**src/rtl/cordic_pkg.sv**
```systemverilog
// Shared CORDIC definitions: FSM state encoding and the arctangent table
// generator. The angle unit is pi/2^n_frac, so pi/4 is exactly 2^(n_frac-2).
package cordic_pkg;

  typedef enum logic [1:0] {
    ST_IDLE   = 2'b00,
    ST_CALC   = 2'b01,
    ST_OUTPUT = 2'b10
  } state_e;

  localparam int          ATAN_FB = 60;
  localparam logic [127:0] PI_FX  = 128'h3243F6A8885A308D;  // pi * 2^60, truncated

  // floor(atan(2^-i) * 2^n_frac / pi), valid for n_frac up to ~40.
  // The atan Taylor series is summed in 2^-60 fixed point; the truncation
  // error is far below one output LSB.
  function automatic logic [31:0] atan_angle(input int n_frac, input int i);
    logic [127:0] acc;
    logic [127:0] term;
    if (i == 0) begin
      return (n_frac >= 2) ? (32'd1 << (n_frac - 2)) : 32'd0;
    end
    acc = '0;
    for (int k = 0; k < 32; k++) begin
      term = (128'd1 << ATAN_FB) >> (i * (2 * k + 1));
      term = term / 128'(2 * k + 1);
      if (k % 2 == 0) acc = acc + term;
      else            acc = acc - term;
    end
    return 32'((acc << n_frac) / PI_FX);
  endfunction

endpackage

```
**src/rtl/cordic_micro_rotation.sv**
```systemverilog
// One CORDIC micro-rotation. It is purely combinational; every register
// lives in the iterating top.
module cordic_micro_rotation
  import cordic_pkg::*;
#(
  parameter int W  = 8,
  parameter int SW = 3
) (
  input  logic signed [W-1:0]  x,
  input  logic signed [W-1:0]  y,
  input  logic signed [W-1:0]  z,
  input  logic                 mode,
  input  logic        [SW-1:0] shift,
  input  logic signed [W-1:0]  angle,
  output logic signed [W-1:0]  x_n,
  output logic signed [W-1:0]  y_n,
  output logic signed [W-1:0]  z_n
);

  logic signed [W-1:0] xs, ys;
  logic                d_pos;

  always_comb begin
    xs = x >>> shift;
    ys = y >>> shift;
    // In rotation mode, steer z toward 0. In vectoring mode, steer y toward 0.
    d_pos = mode ? y[W-1] : ~z[W-1];
    if (d_pos) begin
      x_n = x - ys;
      y_n = y + xs;
      z_n = z - angle;
    end else begin
      x_n = x + ys;
      y_n = y - xs;
      z_n = z + angle;
    end
  end

endmodule

```
**src/rtl/cordic_iterative_mode.sv**
```systemverilog
// Iterative CORDIC engine with rotation and vectoring modes. It applies one
// micro-rotation per clock and presents a one-cycle result strobe in OUTPUT.
module cordic_iterative_mode
  import cordic_pkg::*;
#(
  parameter int N_FRAC     = 7,
  parameter int ITERATIONS = 6
) (
  input  logic            clk_i,
  input  logic            rst_i,
  input  logic [N_FRAC:0] x_i,
  input  logic [N_FRAC:0] y_i,
  input  logic [N_FRAC:0] z_i,
  input  logic            mode_i,
  input  logic            data_in_valid_strobe_i,
  output logic            ready_o,
  output logic [N_FRAC:0] x_o,
  output logic [N_FRAC:0] y_o,
  output logic [N_FRAC:0] z_o,
  output logic            data_out_valid_strobe_o,
  output logic            busy_o
);

  localparam int W  = N_FRAC + 1;
  localparam int CW = (ITERATIONS > 1) ? $clog2(ITERATIONS) : 1;
  localparam logic [CW-1:0] LAST = CW'(ITERATIONS - 1);

  state_e              state, state_nxt;
  logic [CW-1:0]       cnt;
  logic signed [W-1:0] x_r, y_r, z_r;
  logic signed [W-1:0] x_n, y_n, z_n;
  logic                mode_r;
  logic                capture, last_iter;
  logic [ITERATIONS-1:0][W-1:0] angle_tbl;
  logic [W-1:0]        angle;

  for (genvar g = 0; g < ITERATIONS; g++) begin : g_atab
    assign angle_tbl[g] = W'(atan_angle(N_FRAC, g));
  end
  assign angle = angle_tbl[cnt];

  assign ready_o                 = (state == ST_IDLE) || (state == ST_OUTPUT);
  assign busy_o                  = (state == ST_CALC);
  assign data_out_valid_strobe_o = (state == ST_OUTPUT);
  assign capture                 = data_in_valid_strobe_i & ready_o;
  assign last_iter               = busy_o && (cnt == LAST);

  cordic_micro_rotation #(.W(W), .SW(CW)) u_rot (
    .x     (x_r),
    .y     (y_r),
    .z     (z_r),
    .mode  (mode_r),
    .shift (cnt),
    .angle (angle),
    .x_n   (x_n),
    .y_n   (y_n),
    .z_n   (z_n)
  );

  always_comb begin
    state_nxt = ST_IDLE;
    case (state)
      ST_IDLE:   state_nxt = capture ? ST_CALC : ST_IDLE;
      ST_CALC:   state_nxt = last_iter ? ST_OUTPUT : ST_CALC;
      ST_OUTPUT: state_nxt = capture ? ST_CALC : ST_IDLE;
      default:   state_nxt = ST_IDLE;
    endcase
  end

  always_ff @(posedge clk_i or negedge rst_i) begin
    if (!rst_i) begin
      state  <= ST_IDLE;
      cnt    <= '0;
      x_r    <= '0;
      y_r    <= '0;
      z_r    <= '0;
      mode_r <= 1'b0;
      x_o    <= '0;
      y_o    <= '0;
      z_o    <= '0;
    end else begin
      state <= state_nxt;
      if (capture) begin
        cnt    <= '0;
        x_r    <= x_i;
        y_r    <= y_i;
        z_r    <= z_i;
        mode_r <= mode_i;
      end else if (busy_o) begin
        cnt <= cnt + 1'b1;
        x_r <= x_n;
        y_r <= y_n;
        z_r <= z_n;
      end
      // Results change only on the final micro-rotation and hold until the next one.
      if (last_iter) begin
        x_o <= x_n;
        y_o <= y_n;
        z_o <= z_n;
      end
    end
  end

endmodule

```
**config.mk**
```make
export PLATFORM = sky130hd
export DESIGN_NAME = cordic_iterative_mode
export DESIGN_NICKNAME = d
export VERILOG_FILES = /design/src/rtl/cordic_pkg.sv /design/src/rtl/cordic_micro_rotation.sv /design/src/rtl/cordic_iterative_mode.sv
export SDC_FILE = /design/constraint.sdc
export NUM_CORES = 1
export LEC_CHECK = 0
export BUFFER_PORTS_ARGS = -buffer_cell sky130_fd_sc_hd__buf_4
export CORE_ASPECT_RATIO = 1.2
export CORE_MARGIN = 2
export CORE_UTILIZATION = 50
export DETAILED_ROUTE_END_ITERATION = 10
export HOLD_SLACK_MARGIN = 0.02
export MAX_ROUTING_LAYER = met4
export PLACE_DENSITY = 0.73
export SLEW_MARGIN = 20
export SYNTH_ARGS = -nofsm -noshare
export SYNTH_HDL_FRONTEND = slang
export SYNTH_SLANG_ARGS = --single-unit
```
**constraint.sdc**
```tcl
create_clock -name clk_i -period 3.2 [get_ports clk_i]
set_input_delay 0.64 -clock clk_i [delete_from_list [all_inputs] [get_ports clk_i]]
set_output_delay 0.64 -clock clk_i [all_outputs]
set_load 0.01 [all_outputs]
```
# After elaboration in Yosys (flattened, before gate mapping)

Memory sizes are Yosys's and may differ from the RTL's.
Index checks and enable logic that the tools add are counted.

Register bits: 54
Bits in latches: 0
Bits in writable memories: 0
Memory bits (read-only): 64
Word-level logic and storage cells: 46
Memories: 1

Add/subtract/negate cells: 7
Multiply operators: 0
Div/mod/pow operators: 0
Order comparisons: 1
Eq/ne operators: 3
Shift-type cells: 2
Muxes and demuxes: 16
Bitwise logic cells: 2
Reduce and logical (&&, ||, !) cells: 5

Memories:

| name            | depth | width | rd ports | clocked after memory_dff | wr ports | RTL line                    | RTL |
|---|---|---|---|---|---|---|---|
| (no name shown) | 8     | 8     | 1        | 0                        | 0        | cordic_iterative_mode.sv:40 | `assign angle = angle_tbl[cnt];` |

Operators with widths:

| operator              | count |
|---|---|
| $mux W8               | 10 |
| $add A8 B8 Y8         | 3 |
| $sub A8 B8 Y8         | 3 |
| $sshr A8 B3 Y8        | 2 |
| $mux W3               | 2 |
| $lt A3 B4 Y1 const B  | 1 |
| $pmux W2 S2           | 1 |
| $add A3 B1 Y3 const B | 1 |
| $eq A3 B3 Y1 const B  | 1 |
| $eq A2 B1 Y1 const B  | 1 |
| $eq A2 B2 Y1 const B  | 1 |
| $logic_not A2 Y1      | 1 |
| $mux W1               | 2 |
| $mux W2               | 1 |
| $reduce_bool A2 Y1    | 1 |
| $reduce_or A2 Y1      | 1 |
| $and A1 B1 Y1         | 1 |
| $logic_and A1 B1 Y1   | 1 |
| $logic_or A1 B1 Y1    | 1 |
| $not A1 Y1            | 1 |

# Depth between registers and ports, before layout

Gate-level depths: netlist of run 1.

Depth after elaboration: 6
Depth in mapped cells: 18
Mapped depth without buffers: 16

# Hierarchy

A second synthesis of run 1 with hierarchy kept.

Cells, all modules: 425
Area total of the unflattened synthesis: 4,521.8 µm²

Modules (own cells, without submodules):

| module                | times used | cells an instance | area each (µm²) | sequential area each (µm²) |
|---|---|---|---|---|
| cordic_iterative_mode | 1          | 195               | 2,750.1         | 1,351.3 |
| cordic_micro_rotation | 1          | 230               | 1,771.7         | 0.0 |

# Worst setup path before layout of run 1

Ideal clock, no wire load.

Path kind: flip-flop to flip-flop
Start: reg cnt[0]
End: reg y_r[7]
Library setup time: 77 ps
Arrival: 3,453 ps
Slack: -330 ps
Stages on the path, launching flop included: 17
Path buffers: 3
Clock period less this slack: 3,530 ps
Cell sequence: dfrtp_1 -> buf_2 -> buf_2 -> clkbuf_1 -> nand2_1 -> a31oi_1 -> a21oi_1 -> ha_1 -> nand2_1 -> o21ai_0 -> ha_1 -> a21o_1 -> a211oi_1 -> nor2_1 -> o41ai_1 -> xnor3_1 -> a21oi_1

Word-level cells in the longest chain between the ends: 5
Elaborated cells between the ends (all ways): 6
Those cells by class: add/sub: 2; shift: 1; mux: 3

RTL lines:

| what                                           | RTL line                                                 | RTL |
|---|---|---|
| start, declared                                | cordic_iterative_mode.sv:29                              | `logic [CW-1:0] cnt;` |
| start signal, assigned                         | cordic_iterative_mode.sv:90                              | `cnt <= cnt + 1'b1;` |
| $sshr A8 B3 Y8 *                               | cordic_micro_rotation.sv:24                              | `xs = x >>> shift;` |
| $sub A8 B8 Y8 or $add A8 B8 Y8 (tied branches) | cordic_micro_rotation.sv:34, cordic_micro_rotation.sv:30 |  |
| $mux W8 *                                      | cordic_micro_rotation.sv:28                              | `if (d_pos) begin` |
| $mux W8 *                                      | cordic_iterative_mode.sv:89                              | `end else if (busy_o) begin` |
| $mux W8 *                                      | cordic_iterative_mode.sv:83                              | `if (capture) begin` |
| end signal, assigned                           | cordic_iterative_mode.sv:86                              | `y_r <= y_i;` |
| end signal, assigned                           | cordic_iterative_mode.sv:92                              | `y_r <= y_n;` |
| end, declared                                  | cordic_iterative_mode.sv:30                              | `logic signed [W-1:0] x_r, y_r, z_r;` |

Mark *: on every way between the ends. The rest lies on a longest branch, timed or not. The select of a mux whose other input is x is not followed.
A chain may end at the register's enable or synchronous reset.

# Worst setup path in the final report of run 1

Start: reg cnt[1]
End: reg x_r[7]

Word-level cells in the longest chain between the ends: 5
Elaborated cells between the ends (all ways): 6
Those cells by class: add/sub: 2; shift: 1; mux: 3

RTL lines:

| what                                           | RTL line                                                 | RTL |
|---|---|---|
| $sshr A8 B3 Y8 *                               | cordic_micro_rotation.sv:25                              | `ys = y >>> shift;` |
| $add A8 B8 Y8 or $sub A8 B8 Y8 (tied branches) | cordic_micro_rotation.sv:33, cordic_micro_rotation.sv:29 |  |
| $mux W8 *                                      | cordic_micro_rotation.sv:28                              |  |
| $mux W8 *                                      | cordic_iterative_mode.sv:89                              |  |
| $mux W8 *                                      | cordic_iterative_mode.sv:83                              |  |
| end signal, assigned                           | cordic_iterative_mode.sv:85                              | `x_r <= x_i;` |
| end signal, assigned                           | cordic_iterative_mode.sv:91                              | `x_r <= x_n;` |
| end, declared                                  | cordic_iterative_mode.sv:30                              |  |

Marks and branches as above.

==> metrics.md, run 1 <==
| Metric | Value |
|---|---|
| Worst hold path class | input port to async pin |
| Clk slew on worst S/H paths | 0.10 ns |
| GRT Total Usage | 0.267 |
| Worst path slowest cell | mux4_2 |
| Tcrit/Tclk final | 1.09 |
| Routed WL per cell | 17.4 um |
| Yosys reg bits | 54 |
| Die Wd | 87.0 um |
| Initial drt markers | 240 |
| Skew final | 0.00966 ns |
| Status | finished, violations left |
| Top cell type's share of synthesized area | 0.327 |
| Area contributors post-synth | dfrtp_1 33%, ha_1 9.1%, nand2_1 5.2% |
| Synth cell count leaders | 57 x nand2_1, 54 x dfrtp_1, 40 x a21oi_1 |
| # fillers | 595 |
| Share of cells above drive strength 1 | 0.371 |
| Full die area | 9010 sq um |
| Slew headroom | 0.505 |
| Buf/Inv on CP | 1 |
| Final setup margin | -0.278 ns |
| Top_reg_cell synth | dfrtp_1 |
| CORE AREA | 8060 sq um |
| Skew-Pair Late Insertion Delay | 0.32 ns |
| Number of distinct library cells after synthesis | 51 |
| Critical path, cell by cell | mux4_2 > a222oi_1 > buf_4 > ha_4 > and3_4 > nor2_2 > xor2_1 > ha_1 > o2111ai_2 > nand3_2 > nor4_2 > nor3_1 > xnor2_1 > a21oi_1 |
| Path depth of the worst reg2reg path | 14 |
| Largest net degree at the start of global routing | 55 |
| Worst path max stage delay | 0.56 ns |
| Reg2reg end | x_r[7] |
| CP max FO | 4 |
| Die height | 104 um |
| Worst Setup End Kind | register |
| Synth Warn # | 0 |
| Post-synth EDFFs | 0 |
| Mean Syn Cell Area | 8.72 sq um |
| Sequential-to-total area share from yosys stat | 0.327 |
| Post-Syn Nets | 535 |
| ANT cells | 0 |
| First-pass GRT wire length | 18700 um |
| Routability cong. | 0.953 |
| WL final | 12000 um |
| Startpoint Class | register |
| Tightest Pin Transition | 0.739 ns |
| CTS max path bufs | 2 |
| Final ANT Viol Nets | 0 |
| Synthesized area | 4130 sq um |
| Finished Core Util | 0.705 |
| Vias per inst | 5.80 |
| Yosys top cell by area | dfrtp_1 |
| Max cap viols | 0 |
| Count leader, synth | nand2_1 |
| F_max | 288 MHz |
| I/O Pins | 55 |
| H-Tree Depth | 2 |
| Initial core utilization | 0.513 |
| Clock sinks | 54 |
| Cell family with most CP delay | compound AO/OA/AOI/OAI gates |
| Total number of vias | 4001 |
| Clk root buf | clkbuf_8 |
| TritonCTS clock tree | yes |
| DP Worst Slack | -0.198 ns |
| Fin. max-slew vios | 0 |
| R2r setup slk | -0.28 ns |
| Dpl hpwl | 8580 um |
| Hold Vio Cnt, Final | 0 |
| # port buffers | 54 |
| TritonRoute pass-1 iters | 5 |
| Net count, final | 655 |
| RSZ-0062 raised after global routing | true |
| Final setup fails | 13 |
| Asr flop ratio synth | 1.00 |
| Remaining global-route overflow | 0 |
| Initial antenna violation count | 0 |
| Synth-to-layout area growth | 37.6% |
| Failing checks | setup timing |
| Vias in the first global route | 3902 |
| Row count | 36 |
| Cell count after synthesis | 474 |
| Inserted Clock Buffers | 5 |
| Worst Path Arrival | 3.69 ns |
| Worst Path Required | 3.41 ns |
| # DRC | 0 |
| WS Path Type | register to register |
| Clock period minus worst slack | 3.48 ns |
| RR Startpoint | cnt[1] |
-- worst max-delay path by stage --
stage,startpoint,endpoint,slack (ns),cells past startpoint
2_1_floorplan,cnt[1],x_r[7],-0.01,15
3_3_place_gp,cnt[1],y_r[7],-0.10,16
3_5_place_dp,cnt[1],y_r[7],-0.20,14
4_1_cts,cnt[1],x_r[7],-0.12,14
5_1_grt,cnt[1],x_r[7],-0.41,14
6_report,cnt[1],x_r[7],-0.28,14
-- cells by family after synthesis --
| group | count (synthesis) | synth area share |
|---|---|---|
| flip-flops | 54 | 0.327 |
| AND/OR/NAND/NOR | 140 | 0.153 |
| XOR/XNOR | 34 | 0.0754 |
| AO/OA/AOI/OAI | 129 | 0.191 |
| multiplexers | 36 | 0.102 |
| buffers and inverters | 48 | 0.0463 |
| adder cells (fa/ha/maj) | 33 | 0.105 |
-- layout make-up --
cell class | instances | area, sq um | area share
repair buffers | 140 | 1100 | 0.193
well taps | 95 | 119 | 0.0209
clock inverters | 2 | 37.5 | 0.00660
inverters | 21 | 82.6 | 0.0145
clock buffers | 6 | 72.6 | 0.0128
flip-flops and latches | 54 | 1350 | 0.238
multi-input cells | 372 | 2930 | 0.515
-- per-stage QoR --
stage | cell area [sq um] | TNS [ns] | hold WS, ns | cells
finish | 5690 | -2.00 | 0.346 | 690
detailed placement | 5080 | -1.57 | 0.468 | 666
global placement | 5080 | -0.694 | 0.462 | 666
floorplan | 4150 | -0.0179 | 0.344 | 474
CTS | 5370 | -0.587 | 0.393 | 681
global route | 5690 | -3.91 | 0.406 | 690
-- what timing repair did --
action	CTS	global route
gates cloned	0	1
pin swaps	27	28
gates resized for setup	32	56
hold buffers	0	0
setup endpoints to repair	16	20
buffers inserted	7	8
-- routing by layer --
| metal | up-vias | wire, um | GRT usage |
|---|---|---|---|
| li1 | 1902 | - | - |
| met1 | 1938 | 5040 | 0.334 |
| met2 | 128 | 6110 | 0.436 |
| met3 | 33 | 390 | 0.0279 |
| met4 | 0 | 490 | 0.108 |
| met5 | - | 0 | - |
-- state kept, by name, indices dropped and copies added (netlist names) --
name / count
y_o: 8
x_o: 8
x_r: 8
state: 2
z_r: 8
z_o: 8
y_r: 8
mode_r: 1
cnt: 3
-- cells in the final DEF (no fill, tap or decap), drive strengths merged, types with 18 or more instances in the layout --
| cell type | instances |
|---|---|
| dfrtp | 54 |
| xnor2 | 22 |
| nor2 | 36 |
| a21oi | 40 |
| mux2 | 18 |
| o21ai | 40 |
| nand2 | 57 |
| buf | 139 |
| ha | 30 |
| inv | 20 |
Power of run 1 is not shown: default switching activity piles up to over one toggle a cycle in this logic, so the estimate is an artifact.
==> inputs of run 2 (changes only) <==
--- a/config.mk
+++ b/config.mk
@@ -6,7 +6,7 @@
 export NUM_CORES = 1
 export LEC_CHECK = 0
 export BUFFER_PORTS_ARGS = -buffer_cell sky130_fd_sc_hd__buf_4
-export CORE_ASPECT_RATIO = 1.2
+export CORE_ASPECT_RATIO = 0.9
 export CORE_MARGIN = 2
 export CORE_UTILIZATION = 50
 export DETAILED_ROUTE_END_ITERATION = 10
==> run 2 against run 1 <==
Effect of this change:
- the run still ends with setup timing left
- fmax increased by 1.2%
- count of clock-buffer cells in the layout unchanged
- register-to-register slack improved by 0.04 ns
- worst setup slack improved by 0.042 ns
- critical endpoint unchanged
- highest routed layer unchanged
==> metrics.md, run 2 (same netlist as run 1, synthesis figures left out) <==
| Metric | Value |
|---|---|
| Vias in the first global route | 3840 (-1.6%) |
| Slew headroom | 0.461 (-0.0446) |
| Initial drt markers | 207 (-14%) |
| Max cap viols | 0 (unchanged) |
| Failing checks | setup timing |
| Critical Path Source | cnt[1] |
| WS Path Type | register to register |
| Worst Setup End Kind | register |
| RR Startpoint | cnt[1] |
| Total number of vias | 3977 (-0.60%) |
| Top cell by count, worst path | buf_4 |
| Initial antenna violation count | 0 (unchanged) |
| First-pass GRT wire length | 19100 um (+2.0%) |
| Initial core utilization | 0.515 (+0.00216) |
| Finished Core Util | 0.708 (+0.00297) |
| GRT Total Usage | 0.272 (+0.00595) |
| Cell family with most CP delay | simple AND/OR/NAND/NOR gates |
| Worst path slowest cell | dfrtp_2 |
| Stages on the worst setup path | 17 (+3) |
| Remaining global-route overflow | 0 (unchanged) |
| CORE AREA | 8030 sq um (-0.42%) |
| Routed WL per cell | 17.5 um (+0.58%) |
| Fin. max-slew vios | 0 (unchanged) |
| Share of cells above drive strength 1 | 0.375 (+0.00315) |
| CP max FO | 8 (+4) |
| Skew final | 0.00805 ns (-0.00161 ns) |
| Clock period minus worst slack | 3.44 ns (-0.0421 ns) |
| Final ANT Viol Nets | 0 (unchanged) |
| Inserted Clock Buffers | 5 (unchanged) |
| Net count, final | 650 (-0.76%) |
| Routability cong. | 0.917 (-3.8%) |
| Most frequent cells in the layout | 126 x buf_4, 56 x nand2_1, 52 x dfrtp_1, 30 x nor2_1, 27 x a21oi_1 |
| Status | finished, violations left |
| F_max | 291 MHz (+1.2%) |
| Dpl hpwl | 8690 um (+1.4%) |
| Worst Path Required | 3.39 ns (-0.02 ns) |
| Placed inst area | 5060 sq um (-0.34%) |
| Design Area, Final | 5690 sq um (unchanged) |
| R2r setup slk | -0.24 ns (+0.04 ns) |
| Die Wd | 99.8 um (+15%) |
| Hold Vio Cnt, Final | 0 (unchanged) |
| Buf/Inv on CP | 4 (+3) |
| Worst path max stage delay | 0.44 ns (-0.12 ns) |
| Final setup margin | -0.236 ns (+0.0421 ns) |
| Reg2reg end | x_r[7] |
| CP endpoint | x_r[7] |
| Die height | 90.3 um (-13%) |
| Clk root buf | clkbuf_8 |
| TritonCTS clock tree | yes |
| TritonRoute pass-1 iters | 6 (+1) |
| Most common cell after layout, fill and taps aside | buf_4 |
| Clock sinks | 54 (unchanged) |
| Largest net degree at the start of global routing | 55 (unchanged) |
| Skew-Pair Late Insertion Delay | 0.31 ns (about the same) |
| RSZ-0062 raised after global routing | true |
| Worst Path Arrival | 3.63 ns (-0.06 ns) |
| Full die area | 9010 sq um (about the same) |
| CTS max path bufs | 2 (unchanged) |
| Final setup fails | 13 (unchanged) |
| # DRC | 0 (unchanged) |
| Startpoint Class | register |
| Vias per inst | 5.77 (-0.46%) |
| Sum Neg Setup Slack | -1.67 ns (+0.330 ns) |
| I/O Pins | 55 (unchanged) |
| Worst hold path class | input port to async pin |
| # port buffers | 54 (unchanged) |
| Path depth of the worst reg2reg path | 17 (+3) |
| WL final | 12100 um (+0.43%) |
| Tightest Pin Transition | 0.806 ns (+0.0667 ns) |
| Synth-to-layout area growth | 37.6% (unchanged) |
| Row count | 31 (-14%) |
| ANT cells | 0 (unchanged) |
| Clk slew on worst S/H paths | 0.11 ns (about the same) |
| Critical path, cell by cell | buf_6 > buf_4 > buf_4 > nor2_4 > mux2_4 > a222oi_1 > buf_4 > and3_4 > nor2_2 > xor2_1 > ha_1 > o2111ai_2 > nand3_2 > nor4_4 > nor3_2 > xnor2_1 > a21oi_1 |
| H-Tree Depth | 2 (unchanged) |
| Tcrit/Tclk final | 1.07 (-0.0131) |
-- run 2: cell types whose count changed in the layout (fill, tap and decap cells not counted), sizes merged --
cell / previous run / this run
buf: 139 / 135
clkbuf: 7 / 6
clkinvlp: 2 / 0
inv: 20 / 22
-- run 2: repair_timing --
item                                    4_1_cts  5_1_grt
gates cloned                                  0        1
hold buffers                                  0        0
endpoints found under the setup margin       21       24
setup buffers                                 7        8
pin swaps                                    15       42
resized for setup                            18       79
-- run 2: cell type report --
class	count	area [sq um]
clock buffer	6	82.6
sequential	54	1350
multi-input combinational	372	2960
tap	99	124
fill	623	2340
inverter	21	83.8
timing repair buffer	135	1050
clock inverter	2	38.8
-- run 2: worst min-delay path by stage --
stage | start | end | slack, ns | cells past startpoint
2_1_floorplan | rst_i | cnt[0] | 0.34 | 0
3_3_place_gp | z_o[4] | z_o[4] | 0.46 | 2
3_5_place_dp | z_o[6] | z_o[6] | 0.46 | 2
4_1_cts | rst_i | x_o[3] | 0.39 | 1
5_1_grt | rst_i | x_o[0] | 0.42 | 1
6_report | rst_i | x_o[2] | 0.37 | 1
-- run 2: metrics by stage --
stage                     setup slack, ns  hold slack, ns  instances
final                              -0.236           0.367        689
after global routing               -0.445           0.420        689
after detailed placement           -0.291           0.464        667
after CTS                          -0.164           0.386        682
after floorplan                  -0.00971           0.344        474
after global placement             -0.126           0.462        667
-- run 2: metal layers --
layer,routed length (um),up-vias,GRT usage
met5,0,-,-
met4,427,0,0.102
met3,611,30,0.0426
met2,5800,133,0.433
met1,5250,1920,0.353
li1,-,1894,-
Power of run 2 is left out for the same reason.
